<file path="src/rtl/apb_pkg.sv">
// apb_pkg: shared APB state, command/response types and bus constants
package apb_pkg;

    typedef enum logic [1:0] {IDLE, SETUP, ACCESS, RESP} apb_state_e;

    typedef struct packed {
        logic        write;
        logic [31:0] wdata;
        logic [3:0]  strb;
    } apb_cmd_t;

    typedef struct packed {
        logic [31:0] rdata;
        logic        err;
        logic        timeout;
    } apb_rsp_t;

    localparam logic [2:0] APB_PROT_DEFAULT = 3'b000;
    localparam logic [3:0] APB_STRB_READ    = 4'b0000;

endpackage

</file>
<file path="src/rtl/apb_psel_decode.sv">
// apb_psel_decode: slave index field to one-hot psel with out-of-range flag
module apb_psel_decode #(
    parameter int NSLV  = 16,
    parameter int SEL_W = 4
) (
    input  logic [SEL_W-1:0] idx,
    output logic [NSLV-1:0]  sel,
    output logic             oor
);

    // Indices beyond the last slave select nothing and flag an error
    always_comb begin
        oor = int'(idx) >= NSLV;
        sel = oor ? '0 : NSLV'(1) << idx;
    end

endmodule

</file>
<file path="src/rtl/apb_cmd_master.sv">
// apb_cmd_master: valid/ready command stream to APB4 initiator with pready timeout
module apb_cmd_master
    import apb_pkg::*;
#(
    parameter int ADDR_W  = 32,
    parameter int DATA_W  = 32,
    parameter int NSLV    = 16,
    parameter int SEL_LSB = 8,
    parameter int TIMEOUT = 16
) (
    input  logic              clk,
    input  logic              rstn,
    input  logic              cmd_valid,
    output logic              cmd_ready,
    input  logic              cmd_write,
    input  logic [ADDR_W-1:0] cmd_addr,
    input  logic [31:0]       cmd_wdata,
    input  logic [3:0]        cmd_strb,
    output logic              rsp_valid,
    input  logic              rsp_ready,
    output logic [31:0]       rsp_rdata,
    output logic              rsp_err,
    output logic              rsp_timeout,
    output logic [NSLV-1:0]   psel,
    output logic              penable,
    output logic [ADDR_W-1:0] paddr,
    output logic              pwrite,
    output logic [31:0]       pwdata,
    output logic [3:0]        pstrb,
    output logic [2:0]        pprot,
    input  logic [31:0]       prdata,
    input  logic              pready,
    input  logic              pslverr
);

    localparam int SEL_W = NSLV > 1 ? $clog2(NSLV) : 1;

    if (DATA_W != 32) begin : g_bad_data_w
        $error("apb_cmd_master: DATA_W must be 32");
    end
    if (TIMEOUT < 1 || TIMEOUT > 255) begin : g_bad_timeout
        $error("apb_cmd_master: TIMEOUT must be 1..255");
    end

    apb_state_e      state, state_nx;
    apb_cmd_t        cmd_q;
    apb_rsp_t        rsp_q;
    logic            up;
    logic [7:0]      wait_cnt;
    logic [NSLV-1:0] sel;
    logic            sel_oor, accept, misalign, expire, on_bus;

    // up keeps cmd_ready low until the first edge after reset release
    assign cmd_ready   = up && state == IDLE;
    assign accept      = cmd_valid && cmd_ready;
    assign misalign    = |cmd_addr[1:0];
    assign expire      = !pready && wait_cnt == 8'(TIMEOUT - 1);
    assign on_bus      = state == SETUP || state == ACCESS;
    assign pwrite      = cmd_q.write;
    assign pwdata      = cmd_q.wdata;
    assign pstrb       = cmd_q.strb;
    assign pprot       = APB_PROT_DEFAULT;
    assign rsp_rdata   = rsp_q.rdata;
    assign rsp_err     = rsp_q.err;
    assign rsp_timeout = rsp_q.timeout;

    apb_psel_decode #(.NSLV(NSLV), .SEL_W(SEL_W)) u_dec (
        .idx (paddr[SEL_LSB +: SEL_W]),
        .sel (sel),
        .oor (sel_oor)
    );

    // State register; reset drops the bus at once since psel/penable decode from state
    always_ff @(posedge clk or negedge rstn) begin
        if (!rstn) state <= IDLE;
        else       state <= state_nx;
    end

    // Next state and bus/response strobes
    always_comb begin
        state_nx = state;
        psel     = on_bus ? sel : '0;
        penable  = state == ACCESS;
        rsp_valid = state == RESP;
        case (state)
            IDLE:    state_nx = accept ? (misalign ? RESP : SETUP) : IDLE;
            SETUP:   state_nx = sel_oor ? RESP : ACCESS;
            ACCESS:  state_nx = (pready || expire) ? RESP : ACCESS;
            RESP:    state_nx = rsp_ready ? IDLE : RESP;
            default: state_nx = IDLE;
        endcase
    end

    // Command capture, wait-state counter and response registers
    always_ff @(posedge clk or negedge rstn) begin
        if (!rstn) begin
            up       <= 1'b0;
            paddr    <= '0;
            cmd_q    <= '0;
            rsp_q    <= '0;
            wait_cnt <= '0;
        end else begin
            up <= 1'b1;
            if (accept) begin
                paddr    <= {cmd_addr[ADDR_W-1:2], 2'b00};
                cmd_q    <= '{write: cmd_write, wdata: cmd_wdata,
                              strb: cmd_write ? cmd_strb : APB_STRB_READ};
                rsp_q    <= '{rdata: 32'd0, err: misalign, timeout: 1'b0};
                wait_cnt <= '0;
            end
            if (state == SETUP && sel_oor) rsp_q.err <= 1'b1;
            if (state == ACCESS) begin
                if (pready)
                    rsp_q <= '{rdata: cmd_q.write ? 32'd0 : prdata, err: pslverr, timeout: 1'b0};
                else if (expire)
                    rsp_q <= '{rdata: 32'd0, err: 1'b1, timeout: 1'b1};
                if (!pready) wait_cnt <= wait_cnt + 8'd1;
            end
        end
    end

endmodule
</file>
<file path="config.mk">
export PLATFORM = sky130hd
export DESIGN_NAME = apb_cmd_master
export DESIGN_NICKNAME = d
export VERILOG_FILES = /design/src/rtl/apb_pkg.sv /design/src/rtl/apb_psel_decode.sv /design/src/rtl/apb_cmd_master.sv
export SDC_FILE = /design/constraint.sdc
export NUM_CORES = 1
export LEC_CHECK = 0
export BUFFER_PORTS_ARGS = -buffer_cell sky130_fd_sc_hd__buf_2
export CAP_MARGIN = 20
export CELL_PAD_IN_SITES_DETAIL_PLACEMENT = 0
export CELL_PAD_IN_SITES_GLOBAL_PLACEMENT = 1
export CORE_ASPECT_RATIO = 1.75
export CORE_MARGIN = 10
export CORE_UTILIZATION = 30
export CTS_BUF_LIST = sky130_fd_sc_hd__clkbuf_8
export DETAILED_ROUTE_END_ITERATION = 8
export GPL_ROUTABILITY_DRIVEN = 0
export HOLD_SLACK_MARGIN = 0.02
export PLACE_DENSITY = 0.73
export SLEW_MARGIN = 20
export SYNTH_ARGS = -nofsm -noshare
export SYNTH_HDL_FRONTEND = slang
export SYNTH_SLANG_ARGS = --single-unit
</file>
<file path="constraint.sdc">
create_clock -name clk -period 5 [get_ports clk]
set_input_delay 0.25 -clock clk [delete_from_list [all_inputs] [get_ports clk]]
set_output_delay 0.25 -clock clk [all_outputs]
set_load 0.05 [all_outputs]
</file>
==> impl_results.md, run 1 <==
- Status: finished, final reports clean
- Clock Path Buffers: 2
- Placeable Area: 0.0150 mm2
- Syn avg cell area: 13.7 um2
- DR vias/cell: 4.74
- Leakage: 3.08 nW
- CTS buffer count: 9
- CTS tree: yes
- Mapped Cells: 335
- Yosys top cell area share: 60.9%
- Xor/xnor share of the synthesized area: 0%
- DRC: 0
- Layout Nets: 665
- DR WL/cell: 18.1 um
- Die Width: 114 um
- Pint: 2.13 mW
- Setup TNS Final: 0 ns
- Clock transition at the registers of the reported paths: 0.12 ns
- CP required: 5.27 ns
- Vias in the first global route: 3910
- Vias: 3514
- Startpoint type of the worst setup path: flop
- Async SR Flop Fraction: 100%
- Layout cells sized above 1: 44.7%
- GRT Total Usage: 12.4%
- Fin. Hold Viols: 0
- Slew headroom: 33.0%
- Grt ovf: 0
- Fmax: 0.388 GHz
- Cells taking the most area after synthesis: dfrtp_1 61%, mux2_1 15%, a32o_1 6.7%, ha_1 1.6%, nand2_1 1.5%
- Initial antenna violation count: 1
- Clock Skew: 0.0226 ns
- Switch Pwr: 2.46 mW
- WL final: 13.4 mm
- Chip height: 184 um
- Power Density: 756 mW/mm2
- Synth warnings: 0
- Pre-antenna DRT Iters: 4
- Reg power frac: 32.4%
- Routed Antenna Nets: 0
- Cells along the critical path: inv_1 -> ha_1 -> nand3_4 -> buf_4 -> mux2_1
- Area Growth Syn to Fin: 31.8%
- Mux cell area share after synthesis: 15.8%
- Final HPWL DP: 10.6 mm
- Crit end category: flop
- Combinational share of power: 55.1%
- Sink Count: 112
- Synth unique cells: 42
- Die ar.: 0.0209 mm2
- Max Cap Viol: 0
- Post-synth EDFFs: 0
- Worst skew pair latency: 0.38 ns
- Tmin final: 2.58 ns
- Largest family of logic cells by synthesized area: multiplexers
- Flop2flop setup slack: 2.42 ns
- Largest area contributor in the netlist: dfrtp_1
- Sw frac: 53.7%
- Slowest stage cell on the critical path: nand3_4
- Clock Power Share: 12.5%
- Synth Cell Area: 0.00461 mm2
- Initial Util: 30.7%
- Largest net degree at the start of global routing: 78
- Num rows: 59
- Compound-cell area share of the yosys netlist: 10.3%
- FILL cells: 1472
- Max FO, Critical Path: 77
- Hold WC Path Type: input port to flop
- Slew @ Worst Pin: 1.01 ns
- Ports: 232
- Critical path type: flop to flop
- RSZ-0062 raised after global routing: no
- Fraction of the cycle the final worst path needs: 51.5%
- Simple-gate area share of the yosys netlist: 7.23%
- CP peak stage delay: 0.73 ns
- Max Slew Vio Count: 0
- Fin util: 40.5%
- Global-route wire length before repair: 20.9 mm
- Area share of fa/ha/maj cells after synthesis: 1.63%
- WP data arrival: 2.85 ns
- Maximum VDD drop: 0.369 mV
- DR iter-0 viols: 103
- Ys flop type: dfrtp_1
- Sequential area share after synthesis: 60.9%
- Flops & latches, synth: 112
- Number of port buffers: 226
- Final setup viols: 0
- Clock root cell: clkbuf_8
- H-tree depth: 3
-- flip-flops by register name, indices dropped and copies added, names as in the netlist --
| register | flops |
|---|---|
| wait_cnt | 8 |
| rsp_err | 1 |
| pstrb | 4 |
| rsp_timeout | 1 |
| up | 1 |
| pwrite | 1 |
| paddr | 30 |
| rsp_rdata | 32 |
| state | 2 |
| pwdata | 32 |
-- area by class of cell --
cell class | instances | area (um2) | share of cell area (%)
Clock inverter | 7 | 82.6 | 1.36
Inverter | 6 | 22.5 | 0.371
Sequential cell | 112 | 2800 | 46.2
Timing Repair Buffer | 229 | 1160 | 19.1
Multi-Input combinational cell | 194 | 1650 | 27.2
Tap cell | 183 | 229 | 3.77
Clock buffer | 9 | 124 | 2.04
Antenna cell | 1 | 2.50 | 0.0412
-- per-stage QoR --
step,std cells,worst slack [ns],power (mW),hold slack [ns],area [um2]
6_report,741,2.42,4.59,0.0661,6070
4_1_cts,740,2.34,4.67,0.0437,6070
2_1_floorplan,339,2.55,3.42,-0.0456,4620
3_3_place_gp,723,2.47,4.02,0.351,5850
5_1_grt,741,2.19,4.85,0.0383,6070
3_5_place_dp,723,2.35,4.08,0.360,5850
-- power by group through the flow --
stage	Sequential, mW	Clock [mW]	Combinational [mW]
after CTS	1.50	0.599	2.57
after global routing	1.55	0.632	2.67
after detailed placement	1.51	0	2.57
final	1.49	0.574	2.53
after floorplan	2.72	0	0.696
after global placement	1.49	0	2.53
-- path summary, 6_finish.rpt --
check,cells after the start,end,startpoint
worst max-delay path,5,pwdata[21],state[0]
max in group asynchronous,3,paddr[6],rstn
min in group asynchronous,2,rsp_rdata[7],rstn
worst min-delay path,2,paddr[7],cmd_addr[7]
worst min register to register,2,pstrb[1],pstrb[1]
worst max register to register,5,pwdata[21],state[0]
-- per-layer routing --
metal	up-vias	part of all wire, %	global-route usage [%]
met5	-	0	0
met4	0	1.3	4.43
met3	12	10	5.95
met2	146	54	22.4
met1	1711	35	11.8
li1	1645	-	-
-- repair_timing --
item                                    4_1_cts  5_1_grt
endpoints found under the setup margin        0        0
hold buffers                                  1        0
endpoints found under the hold margin        59        0
setup buffers                                 0        0
gates resized for setup                       0        0
-- cells in the final DEF (no fill, tap or decap), drive strengths merged, types with 2 or more instances in the layout --
master	instances
o21ai	7
nand4	2
nand2	18
conb	6
a41oi	2
a31oi	3
mux2i	2
buf	228
dfrtp	112
a21oi	4
nand2b	3
a32o	31
ha	6
nor3	5
inv	12
nor2b	2
nand3	8
nor4	2
mux2	63
and2	2
nand3b	3
nor2	13
clkbuf	9
-- cell usage after synthesis (3+ instances only) --
cell,n
nand3b_1,3
nor3_1,4
ha_1,6
dfrtp_1,112
nand3_1,8
buf_4,6
inv_1,6
a31oi_1,3
a21oi_1,4
nand2b_1,3
a32o_1,31
nor2_1,13
o21ai_1,5
nand2_1,18
buf_6,3
mux2_1,63
buf_2,11
clkbuf_1,5
-- critical path, delay by kind of cell (launching register included) --
family	cells	cell delay, ns
AND/OR/NAND/NOR	1	0.73
flip-flops	1	0.42
buffers and inverters	2	0.71
adder cells (fa/ha/maj)	1	0.22
multiplexers	1	0.38
-- logic make-up after synthesis --
family	after synthesis
flip-flops	112
AO/OA/AOI/OAI	54
AND/OR/NAND/NOR	63
adder cells (fa/ha/maj)	6
other	2
buffers and inverters	33
multiplexers	65
(Power assumes the default switching activity.)
==> run 2, diff against run 1 <==
--- a/config.mk
+++ b/config.mk
@@ -5,6 +5,7 @@
 export SDC_FILE = /design/constraint.sdc
 export NUM_CORES = 1
 export LEC_CHECK = 0
+export ABC_AREA = 1
 export BUFFER_PORTS_ARGS = -buffer_cell sky130_fd_sc_hd__buf_2
 export CAP_MARGIN = 20
 export CELL_PAD_IN_SITES_DETAIL_PLACEMENT = 0
@@ -16,7 +17,7 @@
 export DETAILED_ROUTE_END_ITERATION = 8
 export GPL_ROUTABILITY_DRIVEN = 0
 export HOLD_SLACK_MARGIN = 0.02
-export PLACE_DENSITY = 0.73
+export PLACE_DENSITY = 0.78
 export SLEW_MARGIN = 20
 export SYNTH_ARGS = -nofsm -noshare
 export SYNTH_HDL_FRONTEND = slang
==> constraint.sdc (replaced) <==
create_clock -name clk -period 2.4 [get_ports clk]
set_input_delay 0.12 -clock clk [delete_from_list [all_inputs] [get_ports clk]]
set_output_delay 0.12 -clock clk [all_outputs]
set_load 0.05 [all_outputs]
==> impl_results.md, run 2 <==
- Cells along the critical path: inv_1 -> ha_1 -> nand2_1 -> nor2_4 -> buf_4 -> nand3_1 -> dlygate4sd3_1 -> nand2_1
- Crit end category: flop
- Syn avg cell area: 8.52 um2 (-38%)
- Metal3 WL: 1.14 mm (-18%)
- Reg area: 0.00280 mm2 (unchanged)
- Post-DP Area: 0.00604 mm2 (+3.2%)
- Worst skew pair latency: 0.37 ns (about the same)
- DRC: 0 (unchanged)
- Reg-to-Reg Start: state[0]
- Max Slew Vio Count: 0 (unchanged)
- Most common cell after layout, fill and taps aside: nand2_1
- Ports: 232 (unchanged)
- GRT Total Usage: 15.7% (+3.3 points)
- Synth warnings: 0 (unchanged)
- Slowest stage cell on the critical path: dlygate4sd3_1
- Post-synth EDFFs: 0 (unchanged)
- Initial antenna violation count: 1 (unchanged)
- CP peak stage delay: 0.58 ns (-0.15 ns)
- Setup TNS Final: 0 ns (unchanged)
- Power Density: 1380 mW/mm2 (+83%)
- Flop2flop setup slack: 0.25 ns (-2.18 ns)
- Fmax: 0.464 GHz (+20%)
- WP data arrival: 2.47 ns (-0.38 ns)
- Clock Skew: 0.0155 ns (-0.00713 ns)
- Initial Util: 30.6% (-0.095 points)
- Async SR Flop Fraction: 100% (unchanged)
- Ys flop type: dfrtp_1
- Clock transition at the registers of the reported paths: 0.11 ns (about the same)
- Slew headroom: 55.8% (+23 points)
- Critical path depth: 8 (+3)
- Clock Path Buffers: 2 (unchanged)
- Max Cap Viol: 0 (unchanged)
- WL final: 17.2 mm (+28%)
- Most used cell, CP: nand2_1
- Reg2Reg Depth: 8 (+3)
- Pre-antenna DRT Iters: 4 (unchanged)
- Routed Antenna Nets: 0 (unchanged)
- Most numerous cell in the Yosys netlist: nand2_1
- DR WL/cell: 16.1 um (-11%)
- Top post-synthesis cells by count: 280 x nand2_1, 112 x dfrtp_1, 34 x nand4_1
- Met2 wire len: 9.03 mm (+25%)
- H-tree depth: 3 (unchanged)
- Die ar.: 0.0214 mm2 (+2.5%)
- Cells taking the most area after synthesis: dfrtp_1 59%, nand2_1 22%, nand4_1 4.5%, nor2_1 2.5%, nand3_1 1.9%
- Area of the multi-input gates: 0.00170 mm2 (+3.3%)
- Chip height: 186 um (+1.3%)
- CTS buffer count: 9 (unchanged)
- Hold_ws: 0.102 ns (+0.0360 ns)
- Global-route wire length before repair: 27.0 mm (+29%)
- Num rows: 60 (+1.7%)
- Synth Cell Area: 0.00474 mm2 (+2.9%)
- Fin util: 47.0% (+6.5 points)
- Startpoint type of the worst setup path: flop
- Top Layer Used: met4
- Die Width: 115 um (+1.2%)
- Largest area contributor in the netlist: dfrtp_1
- Maximum VDD drop: 0.824 mV (+120%)
- Wl on met1: 6.35 mm (+36%)
- Beginning of the critical path: state[0]
- Layout Nets: 989 (+49%)
- Area Growth Syn to Fin: 53.4%
- Flops & latches, synth: 112 (unchanged)
- Yosys top cell area share: 59.1% (-1.7 points)
- Clock root cell: clkbuf_8
- Mapped Cells: 556 (+66%)
- Final setup viols: 0 (unchanged)
- Vias in the first global route: 5078 (+30%)
- Fraction of the cycle the final worst path needs: 89.8% (+38 points)
- Worst Min Path Start: cmd_addr[0]
- Synth unique cells: 23 (-45%)
- Post-CTS Resized: 0 (unchanged)
- Buffer and inverter count on the worst path: 3 (+1)
- RSZ-0062 raised after global routing: no
- Vias: 4814 (+37%)
- Tmin final: 2.15 ns (-0.423 ns)
- Critical path type: flop to flop
- Slew @ Worst Pin: 0.660 ns (-0.345 ns)
- Hold path depth: 3 (+1)
- Total power: 10.0 mW (+120%)
- Max FO, Critical Path: 37 (-52%)
- Delay-heaviest family, CP: buffers and inverters
- Leakage: 4.14 nW (+34%)
- Sequential area share after synthesis: 59.1% (-1.7 points)
- Grt ovf: 0 (unchanged)
- DR vias/cell: 4.50 (-5.0%)
- Commonest cells after routing, fill and taps aside: 280 x nand2_1, 225 x buf_2, 112 x dfrtp_1
- Hold WC Path Type: input port to flop
- DR iter-0 viols: 227 (+120%)
- Sink Count: 112 (unchanged)
- CP required: 2.72 ns (-2.55 ns)
- Largest net degree at the start of global routing: 42 (-46%)
- Status: finished, final reports clean
- Number of port buffers: 226 (unchanged)
- Fin. Hold Viols: 0 (unchanged)
- Placeable Area: 0.0155 mm2 (+3.2%)
- Final instance area: 0.00727 mm2 (+20%)
- Final HPWL DP: 12.2 mm (+16%)
- CTS tree: yes
- Layout cells sized above 1: 28.9% (-16 points)
- FILL cells: 1480 (+0.54%)
-- run 2: changes by cell type after synthesis, moves of 10 or more --
| cell | before | now |
|---|---|---|
| a32o_1 | 31 | 0 |
| nor2_1 | 13 | 32 |
| nand3_1 | 8 | 18 |
| nand2_1 | 18 | 280 |
| nand4_1 | 2 | 34 |
| mux2_1 | 63 | 0 |
| inv_1 | 6 | 20 |
-- run 2: final timing paths --
kind | endpoint
min in group asynchronous | pwdata[26]
hold reg to reg | paddr[5]
setup reg to reg | pstrb[3]
max in group asynchronous | paddr[6]
hold / removal | state[1]
setup / recovery | pstrb[3]
-- run 2: timing repair --
action / in CTS / in global routing
setup buffers: 0 / 0
hold endpoints to repair: 138 / 0
hold buffers: 102 / 0
-- run 2: per-layer routing --
| layer | GRT usage [%] | vias up |
|---|---|---|
| met5 | 0 | - |
| met4 | 7.46 | 0 |
| met3 | 4.91 | 36 |
| met2 | 27.1 | 172 |
| met1 | 17.1 | 2233 |
| li1 | - | 2373 |
-- run 2: cells by family (layout without fill, tap and decap cells) --
family	Yosys count	after routing	synth area share, %
adder cells (fa/ha/maj)	6	6	1.58
AO/OA/AOI/OAI	14	14	1.64
AND/OR/NAND/NOR	370	370	32.0
flip-flops	112	112	59.1
other	2	8	0.158
buffers and inverters	52	373	5.49
-- run 2: area by class of cell --
class                           instances  share of cell area, %
Multi-Input combinational cell        396                   23.4
Inverter                               20                   1.03
Timing Repair Buffer                  337                   30.9
Tap cell                              186                   3.20
Clock inverter                          7                   1.08
Sequential cell                       112                   38.6
Clock buffer                            9                   1.70
Antenna cell                            2                 0.0689
-- run 2: metrics by stage --
| step | cells | setup slack, ns |
|---|---|---|
| after floorplan | 560 | 0.611 |
| after global placement | 949 | 0.582 |
| after detailed placement | 949 | 0.530 |
| after CTS | 1067 | 0.249 |
| after global routing | 1068 | 0.0582 |
| final | 1069 | 0.245 |
-- run 2: tightest hold or removal path, cell delays in order --
cell and delay [ns]:
buf_2 0.08, o21ai_1 0.08, a22oi_1 0.14
-- run 2: power by group --
group,leakage (nW),switching (mW),internal (mW),total [mW]
Sequential,1.43,0.466,2.68,3.15
Clock,0.104,0.694,0.498,1.19
Combinational,2.61,4.47,1.24,5.70
